**src/rtl/control_pipeline_if.sv**
```systemverilog
// rtl/control_pipeline_if.sv - decode-side and pipeline-control signal bundle for control_pipeline
interface control_pipeline_if;
    // Decode-stage control words and register fields of the instruction in ID
    logic [1:0] de_control_in;
    logic [3:0] ex_control_in;
    logic [1:0] m_control_in;
    logic [1:0] wb_control_in;
    logic [4:0] id_rs;
    logic [4:0] id_rt;
    logic [4:0] id_rd;
    logic       branch_taken;

    // Stage control fields, forwarding selects and front-end hold/flush
    logic [3:0] ex_control_out;
    logic [1:0] mem_control_out;
    logic [1:0] wb_control_out;
    logic [4:0] wb_dest;
    logic [1:0] fwd_a;
    logic [1:0] fwd_b;
    logic       pc_write;
    logic       ifid_write;
    logic       ifid_flush;

    // Decode side: presents the ID instruction and observes hold/flush/forwarding
    modport master (
        output de_control_in, ex_control_in, m_control_in, wb_control_in,
        output id_rs, id_rt, id_rd, branch_taken,
        input  ex_control_out, mem_control_out, wb_control_out, wb_dest,
        input  fwd_a, fwd_b, pc_write, ifid_write, ifid_flush
    );

    // Control pipeline: owns all control state after decode
    modport slave (
        input  de_control_in, ex_control_in, m_control_in, wb_control_in,
        input  id_rs, id_rt, id_rd, branch_taken,
        output ex_control_out, mem_control_out, wb_control_out, wb_dest,
        output fwd_a, fwd_b, pc_write, ifid_write, ifid_flush
    );
endinterface

```
**src/rtl/control_pipeline.sv**
```systemverilog
// rtl/control_pipeline.sv - ID/EX, EX/MEM, MEM/WB control registers with hazard stall, flush and forwarding
module control_pipeline (
    input  logic                clk,
    input  logic                rst_n,
    control_pipeline_if.slave   bus
);

    // Forwarding select encodings for the EX operand muxes
    localparam logic [1:0] FWD_REGFILE = 2'b00;
    localparam logic [1:0] FWD_EXMEM   = 2'b10;
    localparam logic [1:0] FWD_MEMWB   = 2'b01;

    // ID/EX stage register
    logic [3:0] idex_ex_q,   idex_ex_d;
    logic [1:0] idex_m_q,    idex_m_d;
    logic [1:0] idex_wb_q,   idex_wb_d;
    logic [4:0] idex_rs_q,   idex_rs_d;
    logic [4:0] idex_rt_q,   idex_rt_d;
    logic [4:0] idex_dest_q, idex_dest_d;

    // EX/MEM stage register
    logic [1:0] exmem_m_q,    exmem_m_d;
    logic [1:0] exmem_wb_q,   exmem_wb_d;
    logic [4:0] exmem_dest_q, exmem_dest_d;

    // MEM/WB stage register
    logic [1:0] memwb_wb_q,   memwb_wb_d;
    logic [4:0] memwb_dest_q, memwb_dest_d;

    // Hazard terms
    logic idex_writes_rs;
    logic idex_writes_rt;
    logic exmem_writes_rs;
    logic exmem_writes_rt;
    logic load_use_stall;
    logic branch_stall;
    logic stall;

    // Forwarding terms (compare against the operands of the instruction in EX)
    logic exmem_fwd_rs;
    logic exmem_fwd_rt;
    logic memwb_fwd_rs;
    logic memwb_fwd_rt;

    // A stage "writes r" only if it commits to the register file and r is not the zero register
    function automatic logic stage_writes(input logic       reg_write,
                                          input logic [4:0] dest,
                                          input logic [4:0] r);
        return reg_write && (dest == r) && (r != 5'd0);
    endfunction

    // Hazard detection against the instruction currently in ID
    always_comb begin
        idex_writes_rs  = stage_writes(idex_wb_q[1],  idex_dest_q,  bus.id_rs);
        idex_writes_rt  = stage_writes(idex_wb_q[1],  idex_dest_q,  bus.id_rt);
        exmem_writes_rs = stage_writes(exmem_wb_q[1], exmem_dest_q, bus.id_rs);
        exmem_writes_rt = stage_writes(exmem_wb_q[1], exmem_dest_q, bus.id_rt);

        // rt is always compared, even for immediate forms; an occasional false stall is harmless
        load_use_stall = idex_m_q[1] && (idex_writes_rs || idex_writes_rt);

        // Branches compare in ID, so any result not yet in the register file must be waited for.
        // MEM/WB needs no stall because the register file writes through to its read ports.
        branch_stall = bus.de_control_in[1] &&
                       (idex_writes_rs || idex_writes_rt ||
                        (exmem_m_q[1] && (exmem_writes_rs || exmem_writes_rt)));

        stall = load_use_stall || branch_stall;
    end

    // EX operand forwarding selects; the younger EX/MEM result has priority over MEM/WB
    always_comb begin
        // A load in EX/MEM has no data yet; that case was covered by the load-use stall
        exmem_fwd_rs = stage_writes(exmem_wb_q[1], exmem_dest_q, idex_rs_q) && !exmem_m_q[1];
        exmem_fwd_rt = stage_writes(exmem_wb_q[1], exmem_dest_q, idex_rt_q) && !exmem_m_q[1];
        memwb_fwd_rs = stage_writes(memwb_wb_q[1], memwb_dest_q, idex_rs_q);
        memwb_fwd_rt = stage_writes(memwb_wb_q[1], memwb_dest_q, idex_rt_q);

        bus.fwd_a = FWD_REGFILE;
        if (exmem_fwd_rs) begin
            bus.fwd_a = FWD_EXMEM;
        end else if (memwb_fwd_rs) begin
            bus.fwd_a = FWD_MEMWB;
        end

        bus.fwd_b = FWD_REGFILE;
        if (exmem_fwd_rt) begin
            bus.fwd_b = FWD_EXMEM;
        end else if (memwb_fwd_rt) begin
            bus.fwd_b = FWD_MEMWB;
        end
    end

    // Front-end hold and flush; a stalled branch never flushes, and nothing flushes while in reset
    always_comb begin
        bus.pc_write   = !stall;
        bus.ifid_write = !stall;
        bus.ifid_flush = rst_n && bus.de_control_in[1] && bus.branch_taken && !stall;
    end

    // Next state: ID/EX takes the decoded instruction or a bubble, later stages always advance
    always_comb begin
        idex_ex_d   = bus.ex_control_in;
        idex_m_d    = bus.m_control_in;
        idex_wb_d   = bus.wb_control_in;
        idex_rs_d   = bus.id_rs;
        idex_rt_d   = bus.id_rt;
        idex_dest_d = bus.ex_control_in[3] ? bus.id_rd : bus.id_rt;
        if (stall) begin
            idex_ex_d   = 4'd0;
            idex_m_d    = 2'd0;
            idex_wb_d   = 2'd0;
            idex_rs_d   = 5'd0;
            idex_rt_d   = 5'd0;
            idex_dest_d = 5'd0;
        end

        exmem_m_d    = idex_m_q;
        exmem_wb_d   = idex_wb_q;
        exmem_dest_d = idex_dest_q;

        memwb_wb_d   = exmem_wb_q;
        memwb_dest_d = exmem_dest_q;
    end

    // Stage registers; asynchronous reset empties the whole pipeline
    always_ff @(posedge clk or negedge rst_n) begin
        if (!rst_n) begin
            idex_ex_q    <= 4'd0;
            idex_m_q     <= 2'd0;
            idex_wb_q    <= 2'd0;
            idex_rs_q    <= 5'd0;
            idex_rt_q    <= 5'd0;
            idex_dest_q  <= 5'd0;
            exmem_m_q    <= 2'd0;
            exmem_wb_q   <= 2'd0;
            exmem_dest_q <= 5'd0;
            memwb_wb_q   <= 2'd0;
            memwb_dest_q <= 5'd0;
        end else begin
            idex_ex_q    <= idex_ex_d;
            idex_m_q     <= idex_m_d;
            idex_wb_q    <= idex_wb_d;
            idex_rs_q    <= idex_rs_d;
            idex_rt_q    <= idex_rt_d;
            idex_dest_q  <= idex_dest_d;
            exmem_m_q    <= exmem_m_d;
            exmem_wb_q   <= exmem_wb_d;
            exmem_dest_q <= exmem_dest_d;
            memwb_wb_q   <= memwb_wb_d;
            memwb_dest_q <= memwb_dest_d;
        end
    end

    // Stage control fields seen by the datapath
    always_comb begin
        bus.ex_control_out  = idex_ex_q;
        bus.mem_control_out = exmem_m_q;
        bus.wb_control_out  = memwb_wb_q;
        bus.wb_dest         = memwb_dest_q;
    end

endmodule

```
**src/flat_wrapper.sv**
```systemverilog
// flat-port wrapper written by rule: the top's interface ports become plain ports
module control_pipeline_flat 
  (clk, rst_n, bus_de_control_in, bus_ex_control_in, bus_m_control_in, bus_wb_control_in, bus_id_rs, bus_id_rt, bus_id_rd, bus_branch_taken, bus_ex_control_out, bus_mem_control_out, bus_wb_control_out, bus_wb_dest, bus_fwd_a, bus_fwd_b, bus_pc_write, bus_ifid_write, bus_ifid_flush);
  control_pipeline_if bus_i ();
  input  logic clk;
  input  logic rst_n;
  input wire logic [$bits(bus_i.de_control_in)-1:0] bus_de_control_in;
  input wire logic [$bits(bus_i.ex_control_in)-1:0] bus_ex_control_in;
  input wire logic [$bits(bus_i.m_control_in)-1:0] bus_m_control_in;
  input wire logic [$bits(bus_i.wb_control_in)-1:0] bus_wb_control_in;
  input wire logic [$bits(bus_i.id_rs)-1:0] bus_id_rs;
  input wire logic [$bits(bus_i.id_rt)-1:0] bus_id_rt;
  input wire logic [$bits(bus_i.id_rd)-1:0] bus_id_rd;
  input wire logic [$bits(bus_i.branch_taken)-1:0] bus_branch_taken;
  output wire logic [$bits(bus_i.ex_control_out)-1:0] bus_ex_control_out;
  output wire logic [$bits(bus_i.mem_control_out)-1:0] bus_mem_control_out;
  output wire logic [$bits(bus_i.wb_control_out)-1:0] bus_wb_control_out;
  output wire logic [$bits(bus_i.wb_dest)-1:0] bus_wb_dest;
  output wire logic [$bits(bus_i.fwd_a)-1:0] bus_fwd_a;
  output wire logic [$bits(bus_i.fwd_b)-1:0] bus_fwd_b;
  output wire logic [$bits(bus_i.pc_write)-1:0] bus_pc_write;
  output wire logic [$bits(bus_i.ifid_write)-1:0] bus_ifid_write;
  output wire logic [$bits(bus_i.ifid_flush)-1:0] bus_ifid_flush;
  assign bus_i.de_control_in = bus_de_control_in;
  assign bus_i.ex_control_in = bus_ex_control_in;
  assign bus_i.m_control_in = bus_m_control_in;
  assign bus_i.wb_control_in = bus_wb_control_in;
  assign bus_i.id_rs = bus_id_rs;
  assign bus_i.id_rt = bus_id_rt;
  assign bus_i.id_rd = bus_id_rd;
  assign bus_i.branch_taken = bus_branch_taken;
  assign bus_ex_control_out = bus_i.ex_control_out;
  assign bus_mem_control_out = bus_i.mem_control_out;
  assign bus_wb_control_out = bus_i.wb_control_out;
  assign bus_wb_dest = bus_i.wb_dest;
  assign bus_fwd_a = bus_i.fwd_a;
  assign bus_fwd_b = bus_i.fwd_b;
  assign bus_pc_write = bus_i.pc_write;
  assign bus_ifid_write = bus_i.ifid_write;
  assign bus_ifid_flush = bus_i.ifid_flush;
  control_pipeline u_core (.clk(clk), .rst_n(rst_n), .bus(bus_i));
endmodule
```
**config.mk**
```make
export PLATFORM = sky130hd
export DESIGN_NAME = control_pipeline_flat
export DESIGN_NICKNAME = d
export VERILOG_FILES = /design/src/rtl/control_pipeline_if.sv /design/src/rtl/control_pipeline.sv /design/src/flat_wrapper.sv
export SDC_FILE = /design/constraint.sdc
export NUM_CORES = 1
export LEC_CHECK = 0
export CAP_MARGIN = 40
export CORE_MARGIN = 2
export CORE_UTILIZATION = 45
export CTS_BUF_LIST = sky130_fd_sc_hd__clkbuf_2
export CTS_CLUSTER_DIAMETER = 40
export CTS_CLUSTER_SIZE = 40
export DETAILED_ROUTE_END_ITERATION = 16
export PLACE_DENSITY = 0.78
export REMOVE_ABC_BUFFERS = 1
export SLEW_MARGIN = 5
export SYNTH_ARGS = -nofsm -noshare
export SYNTH_HDL_FRONTEND = slang
export SYNTH_SLANG_ARGS = --single-unit
```
**constraint.sdc**
```tcl
create_clock -name clk -period 1.85 [get_ports clk]
set_input_delay 0.37 -clock clk [delete_from_list [all_inputs] [get_ports clk]]
set_output_delay 0.37 -clock clk [all_outputs]
set_load 0.05 [all_outputs]
```
==> out/qor.yml <==
finalSetupViolations: 30
clk_path_buf_depth: 2
overflow: 0
antenna_found_initial: 0
syn_area_um2: 1850
clock_skew_ps: 25.1
final_cell_mix: "50 x buf_4, 37 x dfrtp_1, 21 x xnor2_1, 19 x clkdlybuf4s50_1, 18 x nor3b_1"
timing.slew.headroom_pct: 65.1
ys_seq_area_share_pct: 52.7
grt_max_degree: 40
r2r-end: "u_core.idex_rt_q[2]"
drt-initial-drc-count: 33
endpoint_kind: "primary output"
violations: "negative setup slack"
synth-seq-cells: 39
power.leakage_uw: 0.00121
layout.nets: 273
dieArea_um2: 4640
die_w_um: 68.1
reg2reg_depth: 9
rows: 23
critPathSlowestCell: "a222oi_1"
port_buffers: 46
worstPathArrival_ps: 2150
yosys_warnings: 0
tightest_slew_ps: 523
mostFrequentLayoutCell: "buf_4"
num_vias: 1521
clk_latency_ps: 390
hpwl_mm: 3.49
rsz0062_at_grt: "yes"
startpoint_type: "register"
synth_compound_area_share_pct: 3.45
period_share_pct: 136
path_delay_family: "compound AO/OA/AOI/OAI gates"
syn_avg_cell_area_um2: 11.9
dr.pass1.iters: 5
status: "finished, violations left"
htree_levels: 2
crit_required_ps: 1480
die_y_um: 68.1
ant_nets: 0
area_growth_pct: 50.4
crit_chain: "inv_1, a222oi_1, o21ai_2, nor4_4, buf_4, buf_12"
synthXorXnorAreaFrac_pct: 17.5
crit_path_max_incr_delay_ps: 530
initial_core_util_pct: 46.6
fin_crit_ps: 2520
routedWlPerCell_um: 16.6
fin_area_um2: 2780
synth_top_family_by_area: "simple AND/OR/NAND/NOR gates"
power_density_nw_per_um2: 690
boundaryPins: 48
syn_inst: 156
clock_sinks: 39
synth_fa_ha_area_share_pct: 0
timing.hold.ws_ps: 6.38
yosys.area_share.simple_pct: 18.3
rrSetupSlack_ps: -80
cts_hold_buffers: 0
grt_pass1_vias: 1638
crit_fanout: 2
cts_buffers: 5
final_hold_viol_count: 0
synth.mux.area_fraction_pct: 2.70
drc: 0
synth_cell_types: 26
crit_cells: 6
viasPerCell: 5.17
ir_drop_uv: 493
drv_cap: 0
cp_num_buf_inv: 3
min_path_type: "in2async"
path_clk_slew_ps: 190
utilization_pct: 70.1
critical_path.endpoint: "bus_fwd_b[1]"
critPathLaunch: "u_core.idex_rt_q[1]"
r2r-start: "u_core.exmem_dest_q[3]"
grt_use_total_pct: 23.3
drive_gt1_share_pct: 35.7
root_buffer: "clkbuf_2"
wl_mm: 4.88
fmax_mhz: 396
finalWorstSetupSlack_ps: -673
maxSlewViolCount: 0
core-area_um2: 3970
dpl_cell_area_um2: 2570
place_congestion: 0.851
crit_type: "reg2out"
fillers: 301
cts_tree: "yes"
grt_pass1_wl_mm: 7.70
antennaDiodeCount: 0
## state kept, by name (all words and copies together), names as in the netlist
signal	count
u_core.bus.mem_control_out	2
u_core.idex_rs_q	5
u_core.idex_rt_q	5
u_core.exmem_wb_d	2
u_core.bus.ex_control_out	4
u_core.exmem_wb_q	2
u_core.bus.wb_dest	5
u_core.exmem_m_d	2
u_core.exmem_dest_q	5
u_core.exmem_dest_d	5
u_core.bus.wb_control_out	2
## routing by layer
layer	vias to the layer above	GRT usage, %	wire length [um]
met5	-	0	0
met2	46	42.1	2640
met3	11	5.26	200
met1	751	26.3	1910
li1	713	-	-
met4	0	9.75	130
## worst min-delay path by stage
stage | from | to | slack [ps] | cells past startpoint
5_1_grt | rst_n | u_core.bus.mem_control_out[1] | 40 | 2
4_1_cts | rst_n | u_core.exmem_wb_q[1] | 30 | 2
6_report | rst_n | u_core.bus.mem_control_out[1] | 6 | 2
3_5_place_dp | u_core.exmem_wb_q[0] | u_core.bus.wb_control_out[0] | 340 | 0
3_3_place_gp | u_core.exmem_m_d[0] | u_core.bus.mem_control_out[0] | 340 | 0
2_1_floorplan | rst_n | u_core.bus.ex_control_out[0] | 70 | 0
## cells in the mapped netlist, drive strengths merged
cell,number,area share [%]
nor2b,1,0.34
nand3,2,0.54
o211ai,1,0.41
a21oi,2,1.4
nor4,3,1.7
or4,2,0.81
xnor2,23,11
buf,9,4.5
o21ai,3,0.81
nor2,4,0.95
nor3,13,3.5
nand2,4,0.81
inv,3,0.61
dfrtp,39,53
a222oi,1,0.54
o22ai,1,0.34
nand4,7,2.4
nor3b,18,7.3
mux2i,5,2.7
clkbuf,1,0.20
xor2,14,6.6
## layout make-up
type	instances	area [um2]	share of cell area (%)
timing repair buffer	92	842	30.3
inverter	3	11.3	0.405
tap	50	62.6	2.25
multi-input combinational	104	858	30.8
sequential	39	978	35.2
clock buffer	6	30.0	1.08
## power breakdown
group          internal [uW]  switching (uW)
registers                924            63.4
clock network           85.4             253
logic                    283             311
total                   1290             627
## cells by family after synthesis
family / after synthesis
AND/OR/NAND/NOR: 54
buffers and inverters: 13
AO/OA/AOI/OAI: 8
multiplexers: 5
XOR/XNOR: 37
flip-flops: 39
## stage by stage
step / TNS, ps / power (uW) / std cells / setup slack (ps)
2_1_floorplan: -5850 / 1270 / 146 / -1720
3_3_place_gp: -5350 / 1520 / 279 / -442
3_5_place_dp: -7570 / 1540 / 279 / -472
4_1_cts: -3300 / 1890 / 290 / -616
5_1_grt: -6680 / 2000 / 294 / -778
6_report: -5250 / 1920 / 294 / -673
## timing repair
item	4_1_cts	5_1_grt
setup buffers	5	5
pin swaps	10	8
gates resized for setup	29	10
cloned	0	0
setup endpoints to repair	12	30
(Power assumes the default switching activity.)
